## config.mk

```make
export PLATFORM = sky130hd
export DESIGN_NAME = y_drop_controller_flat
export DESIGN_NICKNAME = d
export VERILOG_FILES = /design/src/rtl/babel_pkg.sv /design/src/rtl/y_drop_controller_if.sv /design/src/rtl/tick_divider.sv /design/src/rtl/y_drop_controller.sv /design/src/flat_wrapper.sv
export SDC_FILE = /design/constraint.sdc
export NUM_CORES = 1
export LEC_CHECK = 0
export CAP_MARGIN = 20
export CORE_UTILIZATION = 61
export DETAILED_ROUTE_END_ITERATION = 12
export MAX_ROUTING_LAYER = met4
export PLACE_DENSITY_LB_ADDON = 0.3
export RECOVER_POWER = 50
export SYNTH_ARGS = -nofsm -noshare
export SYNTH_HDL_FRONTEND = slang
export SYNTH_HIERARCHICAL = 1
export SYNTH_SLANG_ARGS = --single-unit
```

## constraint.sdc

```tcl
create_clock -name clk -period 5.5 [get_ports clk]
set_input_delay 1.1 -clock clk [delete_from_list [all_inputs] [get_ports clk]]
set_output_delay 1.1 -clock clk [all_outputs]
set_load 0.03 [all_outputs]
```

## src/rtl/babel_pkg.sv

```systemverilog
// Shared constants and types for the falling-block datapath.
// Used by the drop controller and the vertical position register.
package babel_pkg;

   localparam int Y_INIT     = 104;
   localparam int Y_TOP      = 0;
   localparam int UNIT_BLOCK = 16;
   localparam int Y_W        = 7;
   localparam int LEVEL_W    = 3;

   typedef enum logic [1:0] {
      IDLE = 2'd0,
      FALL = 2'd1,
      LAND = 2'd2
   } state_t;

endpackage

```

## src/rtl/y_drop_controller_if.sv

```systemverilog
// Request/position bundle between the drop controller and its users.
// master = controller side, slave = requester / position register side.
interface y_drop_controller_if;
   import babel_pkg::*;

   logic               drop;
   logic               clear;
   logic               load;
   logic [Y_W-1:0]     new_y_position;
   logic               landed;
   logic               busy;
   logic [LEVEL_W-1:0] stack_level;
   logic               full;

   modport master (
      input  drop, clear,
      output load, new_y_position, landed, busy, stack_level, full
   );

   modport slave (
      output drop, clear,
      input  load, new_y_position, landed, busy, stack_level, full
   );

endinterface

```

## src/rtl/tick_divider.sv

```systemverilog
// Free-running tick generator; restart forces the count back to zero.
// tick is high in the last count of each period.
module tick_divider #(
   parameter int TICK_DIV = 833333
) (
   input  logic clk,
   input  logic reset,
   input  logic restart,
   output logic tick
);

   localparam int W = (TICK_DIV > 1) ? $clog2(TICK_DIV) : 1;
   localparam logic [W-1:0] LAST = W'(TICK_DIV - 1);

   logic [W-1:0] cnt;

   always_ff @(posedge clk or posedge reset) begin
      if (reset) begin
         cnt <= '0;
      end else if (restart || cnt == LAST) begin
         cnt <= '0;
      end else begin
         cnt <= cnt + W'(1);
      end
   end

   assign tick = (cnt == LAST);

endmodule

```

## src/rtl/y_drop_controller.sv

```systemverilog
// Spawns a block at the top row and steps it down to the landing row
// of the current tower height, counting placed blocks.
module y_drop_controller #(
   parameter int Y_INIT     = babel_pkg::Y_INIT,
   parameter int Y_TOP      = babel_pkg::Y_TOP,
   parameter int UNIT_BLOCK = babel_pkg::UNIT_BLOCK,
   parameter int STEP       = 4,
   parameter int TICK_DIV   = 833333,
   parameter int MAX_LEVEL  = 6
) (
   input logic                 clk,
   input logic                 reset,
   y_drop_controller_if.master bus
);
   import babel_pkg::state_t, babel_pkg::IDLE;
   import babel_pkg::FALL, babel_pkg::LAND;
   import babel_pkg::Y_W, babel_pkg::LEVEL_W;

   localparam logic [LEVEL_W-1:0] LVL_FULL = LEVEL_W'(MAX_LEVEL + 1);

   if (!(Y_TOP < Y_INIT - MAX_LEVEL * UNIT_BLOCK)) begin : g_bad_geom
      $error("top row must lie above the highest landing row");
   end
   if (TICK_DIV < 1) begin : g_bad_div
      $error("TICK_DIV must be at least 1");
   end

   state_t             state, state_n;
   logic [Y_W-1:0]     y_q, y_d;
   logic [LEVEL_W-1:0] lvl_q, lvl_d;
   logic               load_q, load_d;
   logic               landed_q, landed_d;
   logic               full_q, full_d;
   logic               tick, restart;
   logic [7:0]         target, step_y, next_y;

   tick_divider #(.TICK_DIV(TICK_DIV)) u_tick (
      .clk     (clk),
      .reset   (reset),
      .restart (restart),
      .tick    (tick)
   );

   assign restart = (state == IDLE) && bus.drop
                    && !bus.clear && !full_q;

   // 8-bit math so y + STEP can exceed the row range before saturating
   assign target = full_q ? 8'(Y_INIT)
                 : 8'(Y_INIT) - 8'(lvl_q) * 8'(UNIT_BLOCK);
   assign step_y = {1'b0, y_q} + 8'(STEP);
   assign next_y = (step_y >= target) ? target : step_y;

   always_ff @(posedge clk or posedge reset) begin
      if (reset) begin
         state    <= IDLE;
         y_q      <= Y_W'(Y_INIT);
         lvl_q    <= '0;
         load_q   <= 1'b0;
         landed_q <= 1'b0;
         full_q   <= 1'b0;
      end else begin
         state    <= state_n;
         y_q      <= y_d;
         lvl_q    <= lvl_d;
         load_q   <= load_d;
         landed_q <= landed_d;
         full_q   <= full_d;
      end
   end

   always_comb begin
      state_n = state;
      unique case (state)
         IDLE:    if (restart) state_n = FALL;
         FALL:    if (tick && next_y == target) state_n = LAND;
         LAND:    if (landed_q) state_n = IDLE;
         default: state_n = IDLE;
      endcase
   end

   // LAND spans two cycles: the final load, then the landed pulse
   always_comb begin
      load_d   = 1'b0;
      y_d      = y_q;
      landed_d = 1'b0;
      lvl_d    = lvl_q;
      unique case (1'b1)
         (state == IDLE) && bus.clear: lvl_d = '0;
         restart: begin
            load_d = 1'b1;
            y_d    = Y_W'(Y_TOP);
         end
         (state == FALL) && tick: begin
            load_d = 1'b1;
            y_d    = next_y[Y_W-1:0];
         end
         (state == LAND) && !landed_q: landed_d = 1'b1;
         (state == LAND) && landed_q:  lvl_d = lvl_q + LEVEL_W'(1);
         default: ;
      endcase
      full_d = (lvl_d == LVL_FULL);
   end

   assign bus.load           = load_q;
   assign bus.new_y_position = y_q;
   assign bus.landed         = landed_q;
   assign bus.busy           = (state != IDLE);
   assign bus.stack_level    = lvl_q;
   assign bus.full           = full_q;

endmodule

```

## src/flat_wrapper.sv

```systemverilog
// flat-port wrapper written by rule: the top's interface ports become plain ports
module y_drop_controller_flat import babel_pkg::state_t, babel_pkg::IDLE; import babel_pkg::FALL, babel_pkg::LAND; import babel_pkg::Y_W, babel_pkg::LEVEL_W;
#(
   parameter int Y_INIT     = babel_pkg::Y_INIT,
   parameter int Y_TOP      = babel_pkg::Y_TOP,
   parameter int UNIT_BLOCK = babel_pkg::UNIT_BLOCK,
   parameter int STEP       = 4,
   parameter int TICK_DIV   = 833333,
   parameter int MAX_LEVEL  = 6
)
  (clk, reset, bus_drop, bus_clear, bus_load, bus_new_y_position, bus_landed, bus_busy, bus_stack_level, bus_full);
  y_drop_controller_if bus_i ();
  input logic clk;
  input logic reset;
  input wire logic [$bits(bus_i.drop)-1:0] bus_drop;
  input wire logic [$bits(bus_i.clear)-1:0] bus_clear;
  output wire logic [$bits(bus_i.load)-1:0] bus_load;
  output wire logic [$bits(bus_i.new_y_position)-1:0] bus_new_y_position;
  output wire logic [$bits(bus_i.landed)-1:0] bus_landed;
  output wire logic [$bits(bus_i.busy)-1:0] bus_busy;
  output wire logic [$bits(bus_i.stack_level)-1:0] bus_stack_level;
  output wire logic [$bits(bus_i.full)-1:0] bus_full;
  assign bus_i.drop = bus_drop;
  assign bus_i.clear = bus_clear;
  assign bus_load = bus_i.load;
  assign bus_new_y_position = bus_i.new_y_position;
  assign bus_landed = bus_i.landed;
  assign bus_busy = bus_i.busy;
  assign bus_stack_level = bus_i.stack_level;
  assign bus_full = bus_i.full;
  y_drop_controller #(.Y_INIT(Y_INIT), .Y_TOP(Y_TOP), .UNIT_BLOCK(UNIT_BLOCK), .STEP(STEP), .TICK_DIV(TICK_DIV), .MAX_LEVEL(MAX_LEVEL)) u_core (.clk(clk), .reset(reset), .bus(bus_i));
endmodule
```

==> out/metrics.csv <==
metric;value;unit
end point of the critical path;u_core/bus.new_y_position[4];
worst ir drop on vdd;0.000205;V
clock-pin slew on the worst setup and hold paths;0.10;ns
Mapped Area;2040;um^2
R2R depth;9;
reg2reg setup slack;2.70;ns
worst r2r src;u_core/bus.new_y_position[3];
Detail Route Antenna Nets;0;
Root Buffer;clkbuf_4;
drt first pass iters;4;
largest net degree at the start of global routing;21;
most common cell after layout, fill and taps aside;dfrtp_1;
Max Cap Violations;0;
placed inst area;2240;um^2
total core area;3100;um^2
Unique masters post-synth;44;
R2R Path End;u_core/bus.new_y_position[4];
syn_nets;231;
# DRC;0;
Final Hold Vio Count;0;
Post-Synthesis Cells;218;
prevailing post-synth register cell;dfrtp_1;
initial core utilization;65.7;%
vias per cell;5.66;
Setup CP Type;register to register;
sequential fraction of the synthesis area;43.2;%
Worst slew margin;33.5;%
met3 WL post-DR;166;um
H-tree depth;2;
endpoints failing setup;0;
top layer in use;met4;
die area;3580;um^2
post-DP HPWL;2800;um
Peak Freq;0.357;GHz
final max-slew violation count;0;
Die H;59.8;um
Std-Cell Rows;20;
crit end category;register;
PnR worst setup slack;2.70;ns
asr flop ratio synth;100;%
crit path DAT;3.01;ns
WL per Instance;13.5;um
worst slew pin tran;0.994;ns
number of synthesized flops with an enable pin;0;
CTS Sinks;35;
commonest cells after routing, fill and taps aside;dfrtp_1, nor2_1, inv_1, nand2_1;
I/O pins;18;
Static Leak;1.03;nW
1st-iter DRT viols;94;
die width;59.8;um
Max Buffers Root-to-Sink;2;
worst-path fanout max;8;
postcts setup bufs;0;
final non-filler cell area;2310;um^2
Worst EP required;5.71;ns
Hold WC Path Type;register to register;
Worst Hold Path Cells;1;
Setup Skew;0.00793;ns
WL met1;1910;um
area grow syn2layout;13.5;%
TNS Setup;0;ns
CTS tree;yes;
pwr dens;254;nW/um^2
gpl congestion;0.839;
clock insertion delay at the later pin of the skew report;0.34;ns
Mean Syn Cell Area;9.35;um^2
grt ovf;0;
layout cells sized above 1;5.83;%
GRT Resource Usage Total;25.0;%
vias in the first global route;1406;
vias post-DR;1608;
first-pass GRT wire length;6300;um
cells resized by post-CTS repair;0;
Yosys warnings;6;
Final Cycle Share;50.9;%
Routed WL;3830;um
RSZ-0062 raised after global routing;no;
Yosys reg bits;35;
status;finished, final reports clean;
n_diodes;0;
Buffers on Ports;17;
launch point of the critical path;u_core/bus.new_y_position[3];
hold_buf cts;0;
Placement Setup Slack;2.74;ns
fin crit period;2.80;ns
nets;252;
CTS buffer count;5;
Met2 Routed Length;1720;um
Startpoint Class;register;
antenna violations before repair;0;
critical path: stages (launching register included):
cell      delay [ns]
dfstp_2         0.60
ha_1            0.21
xnor2_1         0.15
inv_1           0.10
ha_1            0.31
nor2b_1         0.13
a311o_1         0.36
a221oi_4        0.45
mux2i_1         0.24
o22ai_1         0.11
cells by family (layout without fill, tap and decap cells):
| kind of cell | after synthesis | in the layout | synth area share (%) |
|---|---|---|---|
| flip-flops | 35 | 35 | 43.2 |
| AND/OR/NAND/NOR | 98 | 98 | 25.2 |
| buffers and inverters | 23 | 45 | 4.60 |
| AO/OA/AOI/OAI | 31 | 31 | 11.7 |
| XOR/XNOR | 18 | 18 | 7.73 |
| adder cells (fa/ha/maj) | 9 | 9 | 5.52 |
| multiplexers | 4 | 4 | 2.03 |
report_power, final:
part           internal, mW  switching (mW)
registers             0.284          0.0328
clock network        0.0752          0.0797
logic                0.0490          0.0660
total                 0.408           0.179
how the worst min path moves through the flow:
stage	from	endpoint	slack [ns]
global placement	u_core/u_tick/cnt[0]	u_core/u_tick/cnt[0]	0.50
floorplan	u_core/state[0]	u_core/bus.landed	0.47
detailed placement	u_core/u_tick/cnt[0]	u_core/u_tick/cnt[0]	0.51
CTS	u_core/u_tick/cnt[0]	u_core/u_tick/cnt[0]	0.53
global route	u_core/u_tick/cnt[0]	u_core/u_tick/cnt[0]	0.55
finish	u_core/u_tick/cnt[0]	u_core/u_tick/cnt[0]	0.52
per-layer routing:
layer  track usage (%)  vias to the layer above
li1                  -                      809
met1              34.3                      747
met2              35.7                       50
met3              8.44                        2
met4              5.65                        0
met5                 -                        -
metrics by stage:
step | utilization [%] | std cells | hold slack [ns] | total power [mW]
after floorplan | - | 218 | 0.465 | 0.401
after global placement | 72.3 | 276 | 0.500 | 0.430
after detailed placement | 72.3 | 276 | 0.514 | 0.435
after CTS | 74.6 | 284 | 0.527 | 0.593
after global routing | 74.6 | 284 | 0.547 | 0.623
final | 74.6 | 284 | 0.520 | 0.587
synthesized netlist by cell type, types with 2 or more instances:
| cell type | number | area share [%] |
|---|---|---|
| nand3b_1 | 2 | 0.74 |
| a21boi_0 | 2 | 0.74 |
| a21o_1 | 3 | 1.1 |
| nor4_1 | 7 | 2.1 |
| nand4b_1 | 2 | 0.86 |
| xor2_1 | 4 | 1.7 |
| nor2b_1 | 4 | 1.2 |
| and3_1 | 2 | 0.61 |
| and4_1 | 2 | 0.86 |
| inv_1 | 20 | 3.7 |
| o21ai_0 | 6 | 1.5 |
| dfstp_2 | 3 | 3.9 |
| nand3_1 | 11 | 2.7 |
| ha_1 | 9 | 5.5 |
| o22ai_1 | 2 | 0.61 |
| xnor2_1 | 14 | 6.0 |
| nor3_1 | 4 | 0.98 |
| a22o_1 | 2 | 0.86 |
| a21oi_1 | 7 | 1.7 |
| or3_1 | 4 | 1.2 |
| nand2_1 | 15 | 2.8 |
| nand4_1 | 4 | 1.2 |
| a31oi_1 | 3 | 0.92 |
| mux2i_1 | 3 | 1.5 |
| and2_1 | 3 | 0.92 |
| nor2_1 | 30 | 5.5 |
| dfrtp_1 | 32 | 39 |
| clkbuf_1 | 2 | 0.37 |
state kept, by name, summed over array words and instances (netlist names):
signal                     cells
u_core/bus.new_y_position      7
u_core/bus.load                1
u_core/u_tick/cnt             20
u_core/bus.full                1
u_core/state                   2
u_core/bus.landed              1
u_core/bus.stack_level         3
area by class of cell:
type | count | area [um^2]
well taps | 44 | 55.1
inverters | 20 | 75.1
repair buffers | 17 | 170
multi-input cells | 160 | 1060
fillers | 234 | 790
flip-flops and latches | 35 | 880
clock buffers | 8 | 68.8
Note: power is estimated with default switching activity, not from simulation.
==> variant (same flow settings) <==
The package constant `LEVEL_W` goes from 3 to 6.
--- a/src/rtl/babel_pkg.sv
+++ b/src/rtl/babel_pkg.sv
@@ -7,5 +7,5 @@
    localparam int UNIT_BLOCK = 16;
    localparam int Y_W        = 7;
-   localparam int LEVEL_W    = 3;
+   localparam int LEVEL_W    = 6;
 
    typedef enum logic [1:0] {
Ports: changed (resized bus_stack_level); port bits go from 18 to 21. The function was not compared with the original's and may differ.
==> variant against the original RTL <==
Utilization up 0.64 points; worst setup slack worse by 24 ps; sequential cell count up 3; global-route usage up 2.6 points; highest routed layer unchanged; cell area up 11%; via count up 8.9%; wire length up 16%; clock power up 59%; total power up 26%; non-clock buffer count up 3; area after synthesis up 9.4%.
==> variant: results (changes against the original RTL) <==
The worst flop-to-flop path startpoint is u_core/bus.new_y_position[3]$_DFFE_PP1P_. The fill cell instance count of the final layout was 266 (+14%). The ratio of routed vias to standard cells is 5.86 (+3.4%).

The number of nets produced by synthesis came to 241 (+4.3%). The critical path data arrival time is 1720 ps (-1290 ps). The count of input and output buffers came to 20 (+3). The largest driver fanout on the critical path is 7 (-1). The register area share after synthesis came to 42.8% (-0.34 points). The tree is rooted in a sky130_fd_sc_hd__clkbuf_4. The DRC marker count from the first detailed-route iteration is 71 (-24%). The slowest stage of the critical path belongs to the cell sky130_fd_sc_hd__clkdlybuf4s50_1. The overall routing resource usage was 27.6% (+2.6 points). The share of the synthesized area in compound gates (AO/OA/AOI/OAI) is 11.4% (-0.28 points).

The worst clock skew came out at 6.71 ps (-1.22 ps). The post-cts sizing count came out at 0 (unchanged). The mux contribution to synthesized area is 2.92% (+0.89 points). The worst slew margin relative to its limit came out at 33.7% (+0.20 points). The share of synthesized cell area in full adder, half adder and majority cells is 5.05% (-0.47 points).

The number of antenna violations at the first check in global routing is 0 (unchanged). The routed length on met2 is 2340 microns (+36%). The number of H-tree levels came to 2 (unchanged). The wire length of the first global-routing pass is 8120 microns (+29%).

The met3 track utilization from global routing was 5.84% (-2.6 points). The flow ran to the end, and the final reports show no timing, DRC or antenna violations. The number of search-and-repair iterations in the first detailed-routing pass is 5 (+1). The most critical setup path has its startpoint at u_core/state[0]$_DFFE_PP0P_. The worst setup slack before clock tree synthesis was 2710 ps (-30.0 ps).

The routability-driven placement congestion ratio came out at 0.804 (-4.1%). The wire length on met1 came out at 1900 microns (-0.58%). Sorting the synthesized cells by how often they occur yields 35 x sky130_fd_sc_hd__dfrtp_1, 29 x sky130_fd_sc_hd__nor2_1, 17 x sky130_fd_sc_hd__inv_1. The cell family with the largest share of critical-path delay is buffers and inverters. The layout cell share with drive strength beyond 1 is 10.3% (+4.4 points). The met3 layer wire length in the routed design came out at 116 microns (-30%). The HPWL after detailed placement is 3270 microns (+17%). The leakage power total is 1.09 nW (+5.8%). The via count of the first global-routing pass came out at 1796 (+28%).

By area, the combinational part of the netlist is dominated by simple AND/OR/NAND/NOR gates. By area the synthesized netlist is led by sky130_fd_sc_hd__dfrtp_1 39%, sky130_fd_sc_hd__xnor2_1 5.9%, sky130_fd_sc_hd__ha_1 5.1%. The post-synthesis xor/xnor area fraction is 8.59% (+0.85 points). The met2 track utilization from global routing came out at 47.4% (+12 points). The startpoint identified for the worst hold timing path is u_core/bus.landed$_DFF_PP0_. The final wirelength came to 4440 microns (+16%).

The total inserted antenna cells is 0 (unchanged). The count of distinct cell types in the synthesized netlist came to 55 (+25%). The largest incremental delay on the critical path was 600 ps (about the same). The count of nets after finishing came to 265 (+5.2%). The number of buffers added by the clock tree synthesis step is 5 (unchanged). The maximum vdd drop was 283 uV (+38%).

The met1 usage is 31.1% (-3.2 points).
[variant: cell count changes after synthesis, moves of 3 or more]
| cell | before | now |
|---|---|---|
| sky130_fd_sc_hd__a31oi_1 | 3 | 0 |
| sky130_fd_sc_hd__dfrtp_1 | 32 | 35 |
| sky130_fd_sc_hd__inv_1 | 20 | 17 |
| sky130_fd_sc_hd__nand3_2 | 0 | 4 |
[variant: metrics by stage]
stage	instances	instance area (sq um)
global placement	291	2470
global route	299	2570
floorplan	228	2230
detailed placement	291	2470
CTS	299	2580
finish	299	2570
[variant: power breakdown]
part,internal [mW],leakage [nW],switching (mW)
clock,0.154,0.0585,0.0930
sequential,0.311,0.497,0.0463
combinational,0.0599,0.539,0.0745
[variant: cells by family after synthesis]
kind of cell	after synthesis
and+or+nand+nor	100
DFF	38
AOI/OAI and AO/OA	33
xor gates and xnor gates	21
buffers and inverters	21
adders and majority gates	9
muxes	6
[variant: final cells by class]
cell class	instances	area, sq um	share of cell area [%]
Clock buffer	6	51.3	2.00
Clock inverter	2	60.1	2.34
Inverter	18	67.6	2.63
Multi-Input combinational cell	169	1180	45.8
Sequential cell	38	955	37.2
Tap cell	46	57.6	2.24
Timing Repair Buffer	20	200	7.79
[variant: worst paths after layout]
| path | end | slack [ps] | depth (start not counted) |
|---|---|---|---|
| min in group asynchronous | u_core/bus.stack_level[0]$_DFF_PP0_ | 1280 | 2 |
| min | u_core/bus.landed$_DFF_PP0_ | 480 | 1 |
| max in group asynchronous | u_core/u_tick/cnt[14]$_DFF_PP0_ | 3710 | 2 |
| min reg2reg | u_core/bus.landed$_DFF_PP0_ | 480 | 1 |
| max | bus_busy | 2680 | 3 |
| max reg2reg | u_core/bus.new_y_position[5]$_DFFE_PP1P_ | 2780 | 10 |
